File: src/rtl/alu_wb_arbiter_pkg.sv
// rtl/alu_wb_arbiter_pkg.sv - shared constants and helpers for the ALU writeback arbiter
package alu_wb_arbiter_pkg;

    localparam int DEF_NUM_ALU = 2;
    localparam int DEF_TAG_W   = 6;
    localparam int DEF_XLEN    = 32;
    localparam int DEF_DEPTH   = 4;

    // Default-width writeback record; the top re-declares it against its own parameters.
    typedef struct packed {
        logic [DEF_TAG_W-1:0] tag;
        logic [DEF_XLEN-1:0]  data;
        logic                 mispred;
        logic [DEF_XLEN-1:0]  redirect_pc;
    } alu_wb_t;

    function automatic int unsigned ptr_w(input int unsigned n);
        return (n > 1) ? $clog2(n) : 1;
    endfunction

endpackage

File: src/rtl/alu_wb_arbiter_if.sv
// rtl/alu_wb_arbiter_if.sv - CDB writeback port (valid/ready plus payload)
interface alu_wb_arbiter_if #(
    parameter int TAG_W = 6,
    parameter int XLEN  = 32
);
    logic             cdb_valid;
    logic             cdb_ready;
    logic [TAG_W-1:0] cdb_tag;
    logic [XLEN-1:0]  cdb_data;
    logic             cdb_mispred;
    logic [XLEN-1:0]  cdb_redirect_pc;

    modport master (
        output cdb_valid, cdb_tag, cdb_data, cdb_mispred, cdb_redirect_pc,
        input  cdb_ready
    );

    modport slave (
        input  cdb_valid, cdb_tag, cdb_data, cdb_mispred, cdb_redirect_pc,
        output cdb_ready
    );
endinterface

File: src/rtl/alu_wb_arbiter_wb_fifo.sv
// rtl/alu_wb_arbiter_wb_fifo.sv - per-ALU sync FIFO with registered almost-full stall
module alu_wb_arbiter_wb_fifo
    import alu_wb_arbiter_pkg::*;
#(
    parameter int W     = 8,
    parameter int DEPTH = 4
) (
    input  logic         clk_i,
    input  logic         rst_ni,
    input  logic         flush_i,
    input  logic         push_i,
    input  logic [W-1:0] wdata_i,
    input  logic         pop_i,
    output logic [W-1:0] rdata_o,
    output logic         empty_o,
    output logic         stall_o
);
    localparam int AW = ptr_w(DEPTH);

    logic [W-1:0] mem_q [DEPTH];
    logic [AW:0]  wr_q, wr_d, rd_q, rd_d;
    logic [AW:0]  count, count_d;
    logic         full, do_push, do_pop, stall_q;

    assign count   = wr_q - rd_q;
    assign full    = (count == (AW+1)'(DEPTH));
    assign empty_o = (wr_q == rd_q);
    assign do_pop  = pop_i && !empty_o && !flush_i;
    // A push into a full FIFO only lands when the head leaves in the same cycle.
    assign do_push = push_i && !flush_i && (!full || do_pop);

    always_comb begin
        wr_d = wr_q;
        rd_d = rd_q;
        if (flush_i) begin
            wr_d = '0;
            rd_d = '0;
        end else begin
            if (do_push) wr_d = wr_q + 1'b1;
            if (do_pop)  rd_d = rd_q + 1'b1;
        end
    end

    assign count_d = wr_d - rd_d;

    always_ff @(posedge clk_i or negedge rst_ni) begin
        if (!rst_ni) begin
            wr_q    <= '0;
            rd_q    <= '0;
            stall_q <= 1'b0;
        end else begin
            wr_q    <= wr_d;
            rd_q    <= rd_d;
            stall_q <= (count_d >= (AW+1)'(DEPTH-1));
        end
    end

    always_ff @(posedge clk_i) begin
        if (do_push) mem_q[wr_q[AW-1:0]] <= wdata_i;
    end

    assign rdata_o = mem_q[rd_q[AW-1:0]];
    assign stall_o = stall_q;
endmodule

File: src/rtl/alu_wb_arbiter.sv
// rtl/alu_wb_arbiter.sv - buffers ALU writebacks onto one CDB port and picks the oldest mispredict
module alu_wb_arbiter
    import alu_wb_arbiter_pkg::*;
#(
    parameter int NUM_ALU = DEF_NUM_ALU,
    parameter int TAG_W   = DEF_TAG_W,
    parameter int XLEN    = DEF_XLEN,
    parameter int DEPTH   = DEF_DEPTH
) (
    input  logic                            clk_i,
    input  logic                            rst_ni,
    input  logic                            flush_i,
    input  logic [TAG_W-1:0]                rob_head_i,
    input  logic [NUM_ALU-1:0]              alu_valid_i,
    input  logic [NUM_ALU-1:0][TAG_W-1:0]   alu_rob_tag_i,
    input  logic [NUM_ALU-1:0][XLEN-1:0]    alu_result_i,
    input  logic [NUM_ALU-1:0]              alu_is_mispred_i,
    input  logic [NUM_ALU-1:0][XLEN-1:0]    alu_redirect_pc_i,
    output logic [NUM_ALU-1:0]              alu_stall_o,
    alu_wb_arbiter_if.master                cdb,
    output logic                            redirect_valid_o,
    output logic [TAG_W-1:0]                redirect_tag_o,
    output logic [XLEN-1:0]                 redirect_pc_o
);
    localparam int RR_W = ptr_w(NUM_ALU);

    typedef struct packed {
        logic [TAG_W-1:0] tag;
        logic [XLEN-1:0]  data;
        logic             mispred;
        logic [XLEN-1:0]  redirect_pc;
    } wb_ent_t;

    wb_ent_t            push_ent [NUM_ALU];
    wb_ent_t            head_ent [NUM_ALU];
    wb_ent_t            head;
    logic [NUM_ALU-1:0] empty, pop;
    logic [RR_W-1:0]    rr_q, rr_d, grant;
    logic               any_ne, cdb_valid, fire;

    for (genvar k = 0; k < NUM_ALU; k++) begin : g_fifo
        assign push_ent[k] = '{tag: alu_rob_tag_i[k], data: alu_result_i[k],
                               mispred: alu_is_mispred_i[k], redirect_pc: alu_redirect_pc_i[k]};

        alu_wb_arbiter_wb_fifo #(.W($bits(wb_ent_t)), .DEPTH(DEPTH)) u_fifo (
            .clk_i   (clk_i),
            .rst_ni  (rst_ni),
            .flush_i (flush_i),
            .push_i  (alu_valid_i[k]),
            .wdata_i (push_ent[k]),
            .pop_i   (pop[k]),
            .rdata_o (head_ent[k]),
            .empty_o (empty[k]),
            .stall_o (alu_stall_o[k])
        );
    end

    // Cyclic search for the first non-empty FIFO starting at rr_q.
    always_comb begin
        int idx;
        grant  = rr_q;
        any_ne = 1'b0;
        idx    = 0;
        for (int i = 0; i < NUM_ALU; i++) begin
            idx = int'(rr_q) + i;
            if (idx >= NUM_ALU) idx = idx - NUM_ALU;
            if (!any_ne && !empty[idx]) begin
                any_ne = 1'b1;
                grant  = RR_W'(idx);
            end
        end
    end

    assign head      = head_ent[grant];
    assign cdb_valid = any_ne && !flush_i;
    assign fire      = cdb_valid && cdb.cdb_ready;

    always_comb begin
        pop  = '0;
        rr_d = rr_q;
        for (int k = 0; k < NUM_ALU; k++) begin
            pop[k] = fire && (grant == RR_W'(k));
        end
        if (fire) rr_d = (grant == RR_W'(NUM_ALU-1)) ? '0 : grant + 1'b1;
    end

    assign cdb.cdb_valid       = cdb_valid;
    assign cdb.cdb_tag         = cdb_valid ? head.tag : '0;
    assign cdb.cdb_data        = cdb_valid ? head.data : '0;
    assign cdb.cdb_mispred     = cdb_valid && head.mispred;
    assign cdb.cdb_redirect_pc = cdb_valid ? head.redirect_pc : '0;

    logic             best_found;
    logic [RR_W-1:0]  best_idx;
    logic [TAG_W-1:0] best_age, age;
    logic             redir_valid_q;
    logic [TAG_W-1:0] redir_tag_q;
    logic [XLEN-1:0]  redir_pc_q;

    // Age relative to the ROB head wraps in TAG_W bits; strict compare keeps the lowest index on ties.
    always_comb begin
        best_found = 1'b0;
        best_idx   = '0;
        best_age   = '1;
        age        = '0;
        for (int i = 0; i < NUM_ALU; i++) begin
            age = alu_rob_tag_i[i] - rob_head_i;
            if (alu_valid_i[i] && alu_is_mispred_i[i] && (!best_found || age < best_age)) begin
                best_found = 1'b1;
                best_age   = age;
                best_idx   = RR_W'(i);
            end
        end
    end

    always_ff @(posedge clk_i or negedge rst_ni) begin
        if (!rst_ni) begin
            rr_q          <= '0;
            redir_valid_q <= 1'b0;
            redir_tag_q   <= '0;
            redir_pc_q    <= '0;
        end else begin
            rr_q          <= rr_d;
            redir_valid_q <= best_found && !flush_i;
            if (best_found && !flush_i) begin
                redir_tag_q <= alu_rob_tag_i[best_idx];
                redir_pc_q  <= alu_redirect_pc_i[best_idx];
            end
        end
    end

    assign redirect_valid_o = redir_valid_q;
    assign redirect_tag_o   = redir_tag_q;
    assign redirect_pc_o    = redir_pc_q;
endmodule

File: src/flat_wrapper.sv
// flat-port wrapper written by rule: the top's interface ports become plain ports
module alu_wb_arbiter_flat import alu_wb_arbiter_pkg::*;
#(
    parameter int NUM_ALU = DEF_NUM_ALU,
    parameter int TAG_W   = DEF_TAG_W,
    parameter int XLEN    = DEF_XLEN,
    parameter int DEPTH   = DEF_DEPTH
)
  (clk_i, rst_ni, flush_i, rob_head_i, alu_valid_i, alu_rob_tag_i, alu_result_i, alu_is_mispred_i, alu_redirect_pc_i, alu_stall_o, redirect_valid_o, redirect_tag_o, redirect_pc_o, cdb_cdb_valid, cdb_cdb_tag, cdb_cdb_data, cdb_cdb_mispred, cdb_cdb_redirect_pc, cdb_cdb_ready);
  alu_wb_arbiter_if #(.TAG_W(TAG_W), .XLEN(XLEN)) cdb_i ();
  input  logic clk_i;
  input  logic rst_ni;
  input  logic flush_i;
  input  logic [TAG_W-1:0] rob_head_i;
  input  logic [NUM_ALU-1:0] alu_valid_i;
  input  logic [NUM_ALU-1:0][TAG_W-1:0] alu_rob_tag_i;
  input  logic [NUM_ALU-1:0][XLEN-1:0] alu_result_i;
  input  logic [NUM_ALU-1:0] alu_is_mispred_i;
  input  logic [NUM_ALU-1:0][XLEN-1:0] alu_redirect_pc_i;
  output logic [NUM_ALU-1:0] alu_stall_o;
  output logic redirect_valid_o;
  output logic [TAG_W-1:0] redirect_tag_o;
  output logic [XLEN-1:0] redirect_pc_o;
  output wire logic [$bits(cdb_i.cdb_valid)-1:0] cdb_cdb_valid;
  output wire logic [$bits(cdb_i.cdb_tag)-1:0] cdb_cdb_tag;
  output wire logic [$bits(cdb_i.cdb_data)-1:0] cdb_cdb_data;
  output wire logic [$bits(cdb_i.cdb_mispred)-1:0] cdb_cdb_mispred;
  output wire logic [$bits(cdb_i.cdb_redirect_pc)-1:0] cdb_cdb_redirect_pc;
  input wire logic [$bits(cdb_i.cdb_ready)-1:0] cdb_cdb_ready;
  assign cdb_cdb_valid = cdb_i.cdb_valid;
  assign cdb_cdb_tag = cdb_i.cdb_tag;
  assign cdb_cdb_data = cdb_i.cdb_data;
  assign cdb_cdb_mispred = cdb_i.cdb_mispred;
  assign cdb_cdb_redirect_pc = cdb_i.cdb_redirect_pc;
  assign cdb_i.cdb_ready = cdb_cdb_ready;
  alu_wb_arbiter #(.NUM_ALU(NUM_ALU), .TAG_W(TAG_W), .XLEN(XLEN), .DEPTH(DEPTH)) u_core (.clk_i(clk_i), .rst_ni(rst_ni), .flush_i(flush_i), .rob_head_i(rob_head_i), .alu_valid_i(alu_valid_i), .alu_rob_tag_i(alu_rob_tag_i), .alu_result_i(alu_result_i), .alu_is_mispred_i(alu_is_mispred_i), .alu_redirect_pc_i(alu_redirect_pc_i), .alu_stall_o(alu_stall_o), .cdb(cdb_i), .redirect_valid_o(redirect_valid_o), .redirect_tag_o(redirect_tag_o), .redirect_pc_o(redirect_pc_o));
endmodule
File: config.mk
export PLATFORM = sky130hd
export DESIGN_NAME = alu_wb_arbiter_flat
export DESIGN_NICKNAME = d
export VERILOG_FILES = /design/src/rtl/alu_wb_arbiter_pkg.sv /design/src/rtl/alu_wb_arbiter_if.sv /design/src/rtl/alu_wb_arbiter_wb_fifo.sv /design/src/rtl/alu_wb_arbiter.sv /design/src/flat_wrapper.sv
export SDC_FILE = /design/constraint.sdc
export NUM_CORES = 1
export LEC_CHECK = 0
export CORE_MARGIN = 2
export CORE_UTILIZATION = 34
export DETAILED_ROUTE_END_ITERATION = 10
export DONT_BUFFER_PORTS = 1
export MAX_ROUTING_LAYER = met4
export SLEW_MARGIN = 20
export SYNTH_ARGS = -nofsm -noshare
export SYNTH_HDL_FRONTEND = slang
export SYNTH_SLANG_ARGS = --single-unit
File: constraint.sdc
create_clock -name clk_i -period 6.7 [get_ports clk_i]
set_clock_uncertainty 0.05 [all_clocks]
set_input_delay 1.675 -clock clk_i [delete_from_list [all_inputs] [get_ports clk_i]]
set_output_delay 1.675 -clock clk_i [all_outputs]
set_load 0.02 [all_outputs]
==> results.py <==
metrics = {
    "global_route": {
        "grt_antenna_before_repair": 1,
        "grt_pass1_wl_microns": 93000,
        "grt_max_degree": 78,
        "grt_use_total_pct": 17.6,
        "grt-ovfl-total": 0,
        "first_global_vias": 13700,
    },
    "synth": {
        "ys_ff_latch": 622,
        "synth_nets": 1588,
        "ys_types": 52,
        "yosysWarnings": 0,
        "seq_area_frac_synth_pct": 73.7,
        "netlist_instances": 1399,
        "ys.flop_type": "edfxtp_1",
        "synth_area_per_cell_sq_um": 17.8,
        "syn_area_sq_mm": 0.0250,
        "async_reset_ff_share_pct": 8.68,
        "synth_edf_count": 568,
    },
    "clocking": {
        "htree_levels": 3,
        "cts_tree": "done",
        "clk_latency_ns": 0.59,
        "clk_pin_slew_worst_paths_ns": 0.05,
        "clk_path_buf_depth": 3,
        "cts_setup_buffers": 0,
        "cts_sinks": 622,
        "cts-root-buf": "clkbuf_16",
        "hold_buffers": 0,
        "cts_resized": 0,
        "cts_made_buffers": 69,
    },
    "die": {
        "rows": 99,
        "fp.dieH_microns": 275,
        "dieArea_sq_mm": 0.0756,
        "core_sq_mm": 0.0728,
        "io-pin-count": 267,
        "die_w_microns": 275,
        "initial_core_util_pct": 34.3,
    },
    "finish": {
        "utilization_pct": 39.1,
        "area_growth_pct": 14.1,
        "final_cells": 2432,
        "fillers": 6644,
        "nets": 1605,
        "drive_above_1_share_pct": 20.7,
    },
    "routing": {
        "drt-initial-drc-count": 967,
        "wl_microns": 64700,
        "via_per_inst": 5.33,
        "vias": 13000,
        "wire_per_inst_microns": 26.6,
        "drtAntennaViolNets": 0,
        "post-route-drc-count": 0,
        "drt-pass1-iter-count": 5,
    },
    "critical_path": {
        "critPathRequiredTime_ns": 4.97,
        "arrival_ns": 3.86,
        "crit_type": "reg -> out",
        "startpoint_type": "flip-flop",
        "critPathMaxFanout": 48,
        "worst_setup_path_end_kind": "output pin",
    },
    "power_and_ir_drop": {
        "p_leak_nw": 9.14,
        "power_density_mw_per_mm2": 365,
        "power.total_mw": 10.4,
        "ir_drop_mv": 0.246,
    },
    "placed_design": {
        "portBuffers": 0,
        "pre_cts_ws_ns": 1.54,
        "dpl.cell_count": 2300,
        "hpwl_microns": 39000,
        "place_congestion": 0.761,
    },
    "timing": {
        "period_needed_ns": 5.58,
        "timing.fmax_mhz": 179,
        "slew_headroom_pct": 27.0,
        "finalSetupViolCount": 0,
        "min_period_over_period_pct": 83.3,
        "hold_violations": 0,
        "drv_slew": 0,
        "rsz0062_at_grt": "false",
        "setup_slack_ns": 1.12,
        "finalSetupTns_ns": 0,
        "tightest_slew_ns": 1.10,
    },
    "status": {
        "status": "completed",
    },
    "run": {
        "drv_cap": 0,
    },
    "hold_path": {
        "hp-class": "reg -> reg",
    },
}
## cell usage after synthesis (14+ instances only)
master | number | area [sq um]
buf_1 | 16 | 60.1
nand2_1 | 154 | 578
xnor2_1 | 14 | 123
ha_1 | 31 | 388
mux4_2 | 142 | 3200
clkbuf_1 | 59 | 221
nor2_1 | 52 | 195
inv_1 | 25 | 93.8
dfrtp_1 | 54 | 1350
o21ai_0 | 44 | 220
nand3_1 | 44 | 220
edfxtp_1 | 568 | 17100
a21oi_1 | 83 | 415
a31oi_1 | 38 | 238
## cell families after synthesis
logic type / synth area share, %
AO/OA/AOI/OAI: 4.32
XOR/XNOR: 0.561
adder cells (fa/ha/maj): 1.87
buffers and inverters: 1.74
flip-flops: 73.7
multiplexers: 12.9
AND/OR/NAND/NOR: 4.85
## worst paths after layout
kind / slack (ns) / endpoint / startpoint / cells after the start
max in group asynchronous: 5.74 / u_core.g_fifo[1].u_fifo.rd_q[0] / rst_ni / 0
setup reg to reg: 2.65 / u_core.g_fifo[1].u_fifo.mem_q[3][37] / u_core.g_fifo[1].u_fifo.wr_q[0] / 9
hold reg to reg: 0.48 / u_core.rr_q / u_core.rr_q / 1
setup / recovery: 1.12 / cdb_cdb_tag[1] / u_core.g_fifo[1].u_fifo.rd_q[0] / 8
min in group asynchronous: 0.72 / u_core.redirect_pc_o[13] / rst_ni / 0
hold / removal: 0.48 / u_core.rr_q / u_core.rr_q / 1
## layer usage
| metal | up-vias | wire (microns) | global-route usage [%] |
|---|---|---|---|
| met1 | 6906 | 26300 | 21.4 |
| met4 | 0 | 917 | 4.47 |
| li1 | 5542 | - | - |
| met5 | - | 0 | - |
| met2 | 440 | 32000 | 28.6 |
| met3 | 68 | 5420 | 5.59 |
## final cells by class
type / instances / area [sq um] / share of cell area, %
clock inverter: 42 / 429 / 1.51
sequential: 622 / 18400 / 64.7
multi-input combinational: 668 / 6210 / 21.8
clock buffer: 85 / 1830 / 6.41
inverter: 25 / 93.8 / 0.329
tap: 959 / 1200 / 4.21
antenna: 1 / 2.50 / 0.00878
timing repair buffer: 30 / 303 / 1.06
## registers in the layout, summed over array words and instances, names as in the netlist
signal,flops
u_core.redirect_pc_o,32
u_core.g_fifo.u_fifo.rd_q,6
u_core.g_fifo.u_fifo.mem_q,568
u_core.redirect_valid_o,1
u_core.g_fifo.u_fifo.wr_q,6
u_core.rr_q,1
u_core.g_fifo.u_fifo.stall_o,2
u_core.redirect_tag_o,6
## cell usage in the layout, fill, tap and decap left out, types with 4 or more instances in the layout
cell       netlist  layout
edfxtp_1       568     568
a21oi_1         83      81
o21ai_0         44      44
fa_1             4       4
bufinv_16        0       6
clkbuf_1        59      12
nor2b_1          5       4
and2_4           0       8
clkinv_1         0      13
a21o_1           7       5
a31oi_1         38      38
nand2_1        154     154
dfrtp_4          0       4
inv_6            0       4
ha_1            31      31
inv_1           25      25
xnor2_1         14      14
dfrtp_1         54      50
nand3_1         44      43
clkinv_2         0      11
clkbuf_16        0      69
or2_2            6       6
mux4_2         142     142
buf_4            3      25
clkbuf_8         0       4
nor2_1          52      52
## worst max-delay path, stage by stage (launching register included)
cell and delay (ns):
dfrtp_4 0.52, ha_1 0.28, and2_0 0.19, and2_1 0.37
o21a_1 0.27, a21o_4 0.40, buf_12 0.37, nand2_1 0.12
a21oi_1 0.71
## through the flow
stage | cell area [sq um] | hold WS (ns)
global placement | 26100 | 0.476
floorplan | 25000 | 0.425
global route | 28500 | 0.524
finish | 28500 | 0.484
detailed placement | 26100 | 0.482
CTS | 28400 | 0.484
## power by group
group / switching (mW) / leakage (nW) / internal (mW)
Combinational: 1.39 / 2.24 / 0.632
Clock: 1.57 / 1.11 / 2.20
Sequential: 0.152 / 5.79 / 4.47
Total: 3.11 / 9.14 / 7.30
No activity file was read; power rests on OpenSTA's default activity.
